[src/rtl/sd_fifo_arb.sv]
// rtl/sd_fifo_arb.sv - round-robin write-side arbiter for a shared srdy/drdy FIFO
// Build option: define SDLIB_ARB_LOCK_EN to hold a grant until the winner's
// end-of-packet beat transfers (packet locking). Undefined, every beat is
// arbitrated independently and the pointer advances after each transfer.
module sd_fifo_arb #(
   parameter int width  = 8,
   parameter int inputs = 4
) (
   input  logic                      clk,
   input  logic                      reset,
   input  logic [inputs-1:0]         c_srdy,
   output logic [inputs-1:0]         c_drdy,
   input  logic [inputs*width-1:0]   c_data,
   input  logic [inputs-1:0]         c_eop,
   output logic                      p_srdy,
   input  logic                      p_drdy,
   output logic [width-1:0]          p_data,
   output logic                      p_eop,
   output logic [inputs-1:0]         p_grant
);

   localparam int PW = (inputs > 1) ? $clog2(inputs) : 1;
   localparam logic [PW-1:0] LAST = PW'(inputs - 1);

   // priority pointer and output stage
   logic [PW-1:0]     ptr_q, ptr_d;
   logic              p_srdy_q, p_srdy_d;
   logic [width-1:0]  p_data_q, p_data_d;
   logic              p_eop_q, p_eop_d;
   logic [inputs-1:0] p_grant_q, p_grant_d;

   // arbitration results
   logic [PW-1:0]     rr_win;
   logic              rr_any;
   logic [PW-1:0]     win;
   logic [PW-1:0]     win_inc;
   logic              any;
   logic              ld;
   logic              xfer;

   // the output register can take a new beat when empty or being drained
   assign ld = ~p_srdy_q | p_drdy;

   // a beat moves only when someone is selected and the stage can load;
   // reset blocks acceptance so nothing is lost while the stage is cleared
   assign xfer = any & ld & ~reset;

   // wrap at inputs-1, not at 2^PW, so non-power-of-2 counts stay in range
   assign win_inc = (win == LAST) ? '0 : win + PW'(1);

   // round-robin search from ptr: scan downward so the nearest requester wins last
   always_comb begin
      int t;
      rr_win = '0;
      rr_any = 1'b0;
      t      = 0;
      for (int j = inputs - 1; j >= 0; j--) begin
         t = int'(ptr_q) + j;
         if (t >= inputs) t = t - inputs;
         if (c_srdy[t]) begin
            rr_any = 1'b1;
            rr_win = PW'(t);
         end
      end
   end

`ifdef SDLIB_ARB_LOCK_EN
   typedef enum logic {IDLE = 1'b0, LOCK = 1'b1} state_t;

   state_t        state_q, state_d;
   logic [PW-1:0] lock_q, lock_d;

   // state register: FSM state, locked source and pointer
   always_ff @(posedge clk) begin
      if (reset) begin
         state_q <= IDLE;
         lock_q  <= '0;
         ptr_q   <= '0;
      end else begin
         state_q <= state_d;
         lock_q  <= lock_d;
         ptr_q   <= ptr_d;
      end
   end

   // next state: a non-eop beat locks onto its source, an eop beat releases it
   always_comb begin
      state_d = state_q;
      lock_d  = lock_q;
      ptr_d   = ptr_q;
      if (xfer) begin
         if (c_eop[win]) begin
            state_d = IDLE;
            ptr_d   = win_inc;
         end else begin
            state_d = LOCK;
            lock_d  = win;
         end
      end
   end

   // selection: while locked only the owner may be chosen, even when it is idle
   always_comb begin
      win = rr_win;
      any = rr_any;
      if (state_q == LOCK) begin
         win = lock_q;
         any = c_srdy[lock_q];
      end
   end
`else
   // pointer register: advances past the winner after every transfer
   always_ff @(posedge clk) begin
      if (reset) ptr_q <= '0;
      else       ptr_q <= ptr_d;
   end

   // next pointer and selection with no packet locking
   always_comb begin
      win   = rr_win;
      any   = rr_any;
      ptr_d = xfer ? win_inc : ptr_q;
   end
`endif

   // accept strobe: only the winner sees drdy, and only when a beat moves
   always_comb begin
      c_drdy = '0;
      for (int i = 0; i < inputs; i++) begin
         c_drdy[i] = xfer && (win == PW'(i));
      end
   end

   // output stage next values: load on transfer, empty when loading nothing
   always_comb begin
      p_srdy_d  = p_srdy_q;
      p_data_d  = p_data_q;
      p_eop_d   = p_eop_q;
      p_grant_d = p_grant_q;
      if (ld) begin
         p_srdy_d = xfer;
      end
      if (xfer) begin
         p_data_d  = c_data[int'(win)*width +: width];
         p_eop_d   = c_eop[win];
         p_grant_d = c_drdy;
      end
   end

   // output stage registers
   always_ff @(posedge clk) begin
      if (reset) begin
         p_srdy_q  <= 1'b0;
         p_data_q  <= '0;
         p_eop_q   <= 1'b0;
         p_grant_q <= '0;
      end else begin
         p_srdy_q  <= p_srdy_d;
         p_data_q  <= p_data_d;
         p_eop_q   <= p_eop_d;
         p_grant_q <= p_grant_d;
      end
   end

   assign p_srdy  = p_srdy_q;
   assign p_data  = p_data_q;
   assign p_eop   = p_eop_q;
   assign p_grant = p_grant_q;

endmodule

[config.mk]
export PLATFORM = sky130hd
export DESIGN_NAME = sd_fifo_arb
export DESIGN_NICKNAME = d
export VERILOG_FILES = /design/src/rtl/sd_fifo_arb.sv
export SDC_FILE = /design/constraint.sdc
export NUM_CORES = 1
export LEC_CHECK = 0
export CORE_MARGIN = 4
export CORE_UTILIZATION = 38
export DETAILED_ROUTE_END_ITERATION = 8
export PLACE_DENSITY = 0.85
export SETUP_SLACK_MARGIN = 0.2
export SLEW_MARGIN = 30
export SYNTH_ARGS = -nofsm -noshare
export SYNTH_HDL_FRONTEND = slang
export SYNTH_SLANG_ARGS = --single-unit
[constraint.sdc]
create_clock -name clk -period 2.9 [get_ports clk]
set_input_delay 0.58 -clock clk [delete_from_list [all_inputs] [get_ports clk]]
set_output_delay 0.58 -clock clk [all_outputs]
set_load 0.01 [all_outputs]
==> reports/metrics.yaml, run 1 <==
rows: 17
cts_buffer_depth: 2
cap_violations: 0
wl_per_cell_microns: 15.0
io_buffers: 60
yosysWarnings: 0
cp.required_ns: 2.32
hpwl_microns: 2310
r2r_cells: 6
leakage_nw: 0.685
slew_viol_final: 0
grtUsageMet2_pct: 33.4
min_path_cells: 2
busiest_layer: "met2"
grt_pass1_vias: 1170
antenna_found_initial: 0
cts_tree: "yes"
power_mw: 0.758
die_area_sq_um: 3300
drive_above_1_share_pct: 14.5
die_h_microns: 57.5
synth_top_area_cell: "dfxtp_1"
gp_congestion: 0.801
grt_usage_pct: 18.5
clock_sinks: 16
hold_path.class: "reg2reg"
crit_slowest_cell: "dlygate4sd2_1"
worstSetupPathType: "in2out"
finalWirelength_microns: 3000
critPathCapture: "c_drdy[2]"
die_w_microns: 57.5
drt_iter0_drc: 15
whs_ns: 0.466
gr-usage-met3_pct: 6.56
cp-end-kind: "output port"
status: "complete, no violations"
synth-seq-cells: 16
path_depth: 8
fin_ws_ns: 0.230
avgSynthCellArea_sq_um: 9.30
max_stage_delay_ns: 0.27
core-area_sq_um: 2280
synthTopCellsByArea: "dfxtp_1 34%, mux2i_1 19%, o221ai_1 8.5%"
ant_nets: 0
syn_inst: 100
ctsHtreeMaxLevel: 1
vdd.ir_drop.worst_v: 0.000347
place_ws_ns: -0.210
syn-cell-area_sq_um: 930
arrival_ns: 2.09
grt_max_degree: 22
max_slew_margin_pct: 74.1
setup-violations-final: 0
synth_enable_flop_cells: 0
p_per_area_nw_per_um2: 451
cp-start-kind: "input port"
cts_buffers: 3
r2r-end: "p_grant[1]"
r2r_start: "ptr_q[1]"
start_util_pct: 40.8
yosysUniqueCellTypes: 25
fin_crit_sh_pct: 92.1
cp_num_buf_inv: 3
layout.nets: 217
fmax_mhz: 375
fin_skew_ns: 0.00187
synth_ff_type: "dfxtp_1"
tightestPinTransition_ns: 0.387
clock_latency_ns: 0.29
diodes: 0
syn-num-nets: 144
final-hold-violation-count: 0
cts_root_buf: "clkbuf_4"
path_delay_family: "buffers and inverters"
grt-ovfl-total: 0
drc: 0
yosysSeqAreaShare_pct: 34.5
grt_pass1_wl_microns: 4870
cts.clk_slew.worst_paths_ns: 0.10
cp-startpoint: "c_srdy[2]"
syn_to_final_growth_pct: 80.6
timing.final.crit_period_ns: 2.67
grt_setup_unrepaired: "yes"
gr-usage-met1_pct: 18.9
path_cells: "dlygate4sd2_1 -> nor2b_2 -> a21o_1 -> a211oi_4 -> inv_2 -> ha_1 -> and2_1 -> clkdlybuf4s15_1"
dr_total_vias: 1078
critPathMaxFanout: 3
postCtsHoldBufs: 0
async_flop_share_pct: 0
vias_per_cell: 5.39
drtPass1Iterations: 4
synth_top_cell_area_share_pct: 34.5
io_pins: 61
reg2reg_slack_ns: 0.95
-- registers in the layout (all words and copies together) (netlist names) --
name     flops
p_data       8
p_eop        1
p_grant      4
p_srdy       1
ptr_q        2
-- routing by layer --
| layer | vias up | wire (microns) |
|---|---|---|
| li1 | 518 | - |
| met1 | 496 | 1130 |
| met2 | 56 | 1450 |
| met3 | 8 | 350 |
| met4 | 0 | 72 |
| met5 | - | 0 |
-- worst min path at each step --
stage	end	startpoint
after floorplan	p_grant[0]	p_grant[0]
after global placement	p_grant[1]	p_grant[1]
after detailed placement	p_grant[0]	p_grant[0]
after CTS	p_grant[0]	p_grant[0]
after global routing	p_grant[2]	p_grant[2]
final	p_grant[0]	p_grant[0]
-- final cells by class --
type	instances	area [sq um]
Tap cell	28	35.0
Inverter	2	7.51
Sequential cell	16	320
Fill cell	162	597
Multi-Input combinational cell	75	574
Clock buffer	4	36.3
Timing Repair Buffer	75	706
-- cells by family (layout without fill, tap and decap cells) --
family / count (synthesis) / count (layout) / synth area share (%)
AO/OA/AOI/OAI: 21 / 21 / 17.9
multiplexers: 18 / 18 / 19.4
AND/OR/NAND/NOR: 35 / 35 / 21.7
adder cells (fa/ha/maj): 1 / 1 / 1.35
buffers and inverters: 9 / 81 / 5.25
flip-flops: 16 / 16 / 34.5
-- cell usage after synthesis (2+ instances only) --
| cell | instances |
|---|---|
| nand3b_1 | 9 |
| nor2b_1 | 3 |
| a211oi_1 | 2 |
| dfxtp_1 | 16 |
| nor2_1 | 4 |
| a21oi_1 | 7 |
| clkbuf_1 | 2 |
| buf_2 | 3 |
| nand2b_1 | 4 |
| nand2_1 | 7 |
| mux2i_1 | 18 |
| o221ai_1 | 9 |
| nor4_1 | 3 |
| or3_1 | 2 |
-- power breakdown --
part / total (mW) / switching [mW] / internal (mW)
logic: 0.332 / 0.135 / 0.196
clock network: 0.150 / 0.0737 / 0.0765
registers: 0.276 / 0.0234 / 0.252
total: 0.758 / 0.232 / 0.525
-- placed cells by master (no fill, tap or decap), drive strengths merged, types with 4 or more instances in the layout --
| cell type | n |
|---|---|
| clkdlybuf4s50 | 52 |
| mux2i | 18 |
| dfxtp | 16 |
| buf | 15 |
| nand3b | 9 |
| o221ai | 9 |
| nand2 | 7 |
| a21oi | 7 |
| dlygate4sd2 | 5 |
| clkbuf | 5 |
| nor2 | 4 |
| nand2b | 4 |
-- worst register-to-register path, stage by stage (launching register included) --
cell     delay [ns]
dfxtp_1        0.47
a21oi_1        0.11
o32a_1         0.41
buf_4          0.16
buf_4          0.22
or3_1          0.38
a21oi_1        0.14
-- metrics by stage --
step / cell area (sq um) / cells / utilization [%] / TNS [ns]
6_report: 1680 / 200 / 73.8 / 0
5_1_grt: 1680 / 200 / 73.8 / 0
4_1_cts: 1680 / 200 / 73.8 / 0
3_5_place_dp: 1610 / 193 / 70.9 / -0.786
3_3_place_gp: 1610 / 193 / 70.9 / -0.715
2_1_floorplan: 930 / 100 / - / 0
-- what timing repair did --
item	CTS	global route
setup buffers	3	0
gates resized for setup	12	4
pin swaps	2	0
setup endpoints to repair	4	4
Power figures use the tool's default switching activity.
==> run 2, diff against run 1 <==
Settings changed: CORE_MARGIN 4 to 1.
==> reports/metrics.yaml, run 2 (synthesized netlist as in run 1, its figures left out) <==
syn_to_final_growth_pct: 83.7
cp.required_ns: 2.32  # about the same
max_slew_margin_pct: 73.3  # -0.81 points
grt_pass1_vias: 1115  # -4.7%
fin_ws_ns: 0.314  # +0.0838 ns
cts_root_buf: "clkbuf_4"
die_h_microns: 51.5  # -10%
post_dp_cell_area_sq_um: 1620  # +0.47%
dr_total_vias: 1124  # +4.3%
final-hold-violation-count: 0  # unchanged
whs_ns: 0.457  # -0.00868 ns
cp-end-kind: "output port"
wl_per_cell_microns: 13.8  # -8.3%
cts_buffer_depth: 2  # unchanged
rows: 17  # unchanged
fin_util_pct: 75.7  # +2.0 points
vdd.ir_drop.worst_v: 0.000288  # -17%
setup-violations-final: 0  # unchanged
final_cell_mix: "52 x clkdlybuf4s50_1, 18 x mux2i_1, 16 x dfxtp_1"
core-area_sq_um: 2250  # -0.93%
drtPass1Iterations: 4  # unchanged
cap_violations: 0  # unchanged
cp-startpoint: "c_srdy[3]"
fin_crit_sh_pct: 89.2  # -2.9 points
clock_sinks: 16  # unchanged
grt_usage_pct: 23.2  # +4.7 points
io_buffers: 60  # unchanged
vias_per_cell: 5.56  # +3.2%
timing.final.crit_period_ns: 2.59  # -0.0838 ns
diodes: 0  # unchanged
grt_max_degree: 13  # -41%
cts_tree: "yes"
cts.clk_slew.worst_paths_ns: 0.10  # about the same
stdcell_area_sq_um: 1710  # +1.7%
layout.nets: 219  # +0.92%
critPathCapture: "c_drdy[2]"
hpwl_microns: 2130  # -7.9%
grt-ovfl-total: 0  # unchanged
drt_iter0_drc: 17  # +2
critPathMaxFanout: 4  # +1
ant_nets: 0  # unchanged
cp-start-kind: "input port"
start_util_pct: 41.2  # +0.39 points
r2r_cells: 7  # +1
place_ws_ns: -0.308  # -0.0986 ns
r2r_start: "ptr_q[0]"
grt_pass1_wl_microns: 4520  # -7.2%
drc: 0  # unchanged
placedCellCount: 194  # +0.52%
reg2reg_slack_ns: 1.09  # +0.14 ns
r2r-end: "p_grant[0]"
fmax_mhz: 387  # +3.2%
ctsHtreeMaxLevel: 1  # unchanged
final_cells: 202  # +1.0%
hold_path.class: "reg2reg"
grt_setup_unrepaired: "no"
final_common_cell: "clkdlybuf4s50_1"
fin_skew_ns: 0.00248  # +0.000614 ns
tightestPinTransition_ns: 0.399  # +0.0122 ns
die_area_sq_um: 2650  # -20%
cts_buffers: 3  # unchanged
leakage_nw: 0.705  # +2.9%
clock_latency_ns: 0.29  # about the same
largest_reg_flops: 8  # unchanged
drive_above_1_share_pct: 19.0  # +4.4 points
arrival_ns: 2.01  # -0.08 ns
status: "complete, no violations"
finalWirelength_microns: 2780  # -7.4%
postCtsHoldBufs: 0  # unchanged
gp_congestion: 0.790  # -1.3%
slew_viol_final: 0  # unchanged
worstSetupPathType: "in2out"
antenna_found_initial: 0  # unchanged
p_per_area_nw_per_um2: 446  # -1.1%
io_pins: 61  # unchanged
die_w_microns: 51.5  # -10%
[run 2: critical path, stage by stage]
cell and delay [ns]:
dlygate4sd2_1 0.29, inv_1 0.07, a21o_1 0.20, a211oi_4 0.21, buf_4 0.14, inv_2 0.04, ha_1 0.20, and2_1 0.13
buf_2 0.13
[run 2: metrics by stage]
step	total power [mW]	setup TNS [ns]
global route	0.802	0
finish	0.762	0
detailed placement	0.596	-0.916
floorplan	0.430	0
CTS	0.764	0
global placement	0.588	-0.643
[run 2: area by class of cell]
type	instances	area, sq um
fillers	164	547
clock buffers	4	36.3
flip-flops and latches	16	320
well taps	28	35.0
multi-input cells	75	593
repair buffers	77	716
inverters	2	7.51
[run 2: routing by layer]
metal	track usage [%]	wire, microns	up-vias
li1	-	-	528
met1	25.3	1130	526
met2	39.2	1370	64
met3	5.36	221	6
met4	16.2	60	0
met5	0	0	-
[run 2: worst min-delay path by stage]
stage,startpoint,endpoint,cells after the start
after floorplan,p_grant[0],p_grant[0],2
after global placement,p_grant[2],p_grant[2],2
after detailed placement,p_grant[2],p_grant[2],2
after CTS,p_grant[2],p_grant[2],2
after global routing,p_grant[2],p_grant[2],2
final,p_grant[2],p_grant[2],2
[run 2: report_power, final]
part	internal [mW]	switching, mW
logic	0.199	0.137
registers	0.252	0.0225
clock network	0.0765	0.0742
[run 2: timing repair]
action                                  CTS  global route
pin swaps                                 4             1
buffers inserted                          4             0
endpoints found under the setup margin    4             4
resized for setup                        23             6
==> run 3, diff against run 2 <==
Settings changed: PLACE_DENSITY 0.85 to 0.84.
==> reports/metrics.yaml, run 3 (synthesized netlist as in run 1, its figures left out) <==
nFillCells: 165  # +0.61%
die_w_microns: 51.5  # unchanged
critPathMaxFanout: 5  # +1
grt-ovfl-total: 0  # unchanged
drt_iter0_drc: 8  # -9
cp-start-kind: "input port"
gp_congestion: 0.825  # +4.5%
drc: 0  # unchanged
diodes: 0  # unchanged
drive_above_1_share_pct: 19.0  # unchanged
cts_buffers: 3  # unchanged
topRoutingLayerUsed: "met4"
timing.final.crit_period_ns: 2.68  # +0.0935 ns
layout.nets: 219  # unchanged
status: "complete, no violations"
start_util_pct: 41.2  # unchanged
whs_ns: 0.465  # +0.00815 ns
wl_per_cell_microns: 14.2  # +3.2%
grt_setup_unrepaired: "no"
vdd.ir_drop.worst_v: 0.000290  # +0.42%
io_buffers: 60  # unchanged
ctsHtreeMaxLevel: 1  # unchanged
final_cell_mix: "54 x clkdlybuf4s50_1, 18 x mux2i_1, 17 x buf_4"
fin_skew_ns: 0.00128  # -0.00121 ns
grt_pass1_wl_microns: 4220  # -6.6%
max_slew_margin_pct: 72.1  # -1.3 points
setup-violations-final: 0  # unchanged
die_area_sq_um: 2650  # unchanged
leakage_nw: 0.701  # -0.58%
syn_to_final_growth_pct: 84.1
p_sw_mw: 0.235  # +0.56%
cap_violations: 0  # unchanged
grt_pass1_vias: 1017  # -8.8%
grt_usage_pct: 21.6  # -1.7 points
route.met3.wl_microns: 238  # +7.7%
clock_latency_ns: 0.29  # about the same
cp-end-kind: "output port"
stdcell_area_sq_um: 1710  # +0.22%
vias_per_cell: 5.47  # -1.8%
hpwl_microns: 2090  # -1.6%
power.share.sequential_pct: 35.9  # -0.2 points
core-area_sq_um: 2250  # unchanged
intPower_mw: 0.529  # +0.18%
tightestPinTransition_ns: 0.418  # +0.0191 ns
fmax_mhz: 373  # -3.5%
cts_root_buf: "clkbuf_4"
rows: 17  # unchanged
antenna_found_initial: 0  # unchanged
drtPass1Iterations: 4  # unchanged
slew_viol_final: 0  # unchanged
fin_crit_sh_pct: 92.4  # +3.2 points
swShare_pct: 30.8  # +0.082 points
fin_util_pct: 75.9  # +0.17 points
grt_max_degree: 16  # +3
arrival_ns: 2.10  # +0.09 ns
dr_total_vias: 1104  # -1.8%
post_dp_cell_area_sq_um: 1620  # unchanged
final-hold-violation-count: 0  # unchanged
cp.required_ns: 2.32  # about the same
clock_sinks: 16  # unchanged
cts.clk_slew.worst_paths_ns: 0.09  # about the same
hold_path.class: "reg2reg"
cts_buffer_depth: 2  # unchanged
final_common_cell: "clkdlybuf4s50_1"
p_clk_share_pct: 19.7  # about the same
power_mw: 0.764  # +0.30%
finalWirelength_microns: 2870  # +3.2%
die_h_microns: 51.5  # unchanged
ant_nets: 0  # unchanged
drt-met1-wl_microns: 1100  # -2.9%
wl_met2_microns: 1460  # +6.9%
largest_reg_flops: 8  # unchanged
io_pins: 61  # unchanged
worstSetupPathType: "in2out"
p_per_area_nw_per_um2: 447  # about the same
combPwrFrac_pct: 44.4  # +0.2 points
cts_tree: "yes"
-- run 3: final cells by class --
cell class / count / area, sq um / share of cell area [%]
inverters: 2 / 7.51 / 0.439
repair buffers: 77 / 709 / 41.4
multi-input cells: 75 / 603 / 35.2
flip-flops and latches: 16 / 320 / 18.7
clock buffers: 4 / 36.3 / 2.12
well taps: 28 / 35.0 / 2.05
-- run 3: power groups by stage --
stage | clock network (mW) | registers [mW] | logic (mW)
2_1_floorplan | 0 | 0.288 | 0.142
3_3_place_gp | 0 | 0.277 | 0.311
3_5_place_dp | 0 | 0.278 | 0.319
4_1_cts | 0.152 | 0.274 | 0.327
5_1_grt | 0.159 | 0.279 | 0.364
6_report | 0.150 | 0.275 | 0.339
-- run 3: worst max-delay path, stage by stage --
cell and delay (ns):
clkdlybuf4s50_1 0.48, nand2b_4 0.13, a21oi_1 0.04, o32a_1 0.38
ha_2 0.21, and2_1 0.14, buf_2 0.13
-- run 3: routing by layer --
metal | vias to the layer above | GRT usage, %
met2 | 57 | 36.4
met1 | 516 | 23.6
met3 | 6 | 6.85
met4 | 0 | 12.2
li1 | 525 | -
met5 | - | 0
-- run 3: worst paths after layout --
kind | depth (start not counted) | start | slack (ns) | to
max | 7 | c_srdy[1] | 0.22 | c_drdy[2]
min | 2 | p_grant[3] | 0.47 | p_grant[3]
max reg2reg | 8 | ptr_q[0] | 0.86 | p_grant[0]
min reg2reg | 2 | p_grant[3] | 0.47 | p_grant[3]
-- run 3: metrics by stage --
step                setup TNS [ns]  setup slack, ns  instances
floorplan                        0            0.535        100
global placement            -0.562           -0.151        194
detailed placement          -0.761           -0.204        194
CTS                              0            0.134        200
global route                     0            0.143        202
finish                           0            0.220        202
-- run 3: what timing repair did --
item / CTS / global route
pin swaps: 3 / 4
gates resized for setup: 14 / 10
hold buffers: 0 / 0
gates cloned: 0 / 0
setup endpoints to repair: 4 / 4
setup buffers: 2 / 2
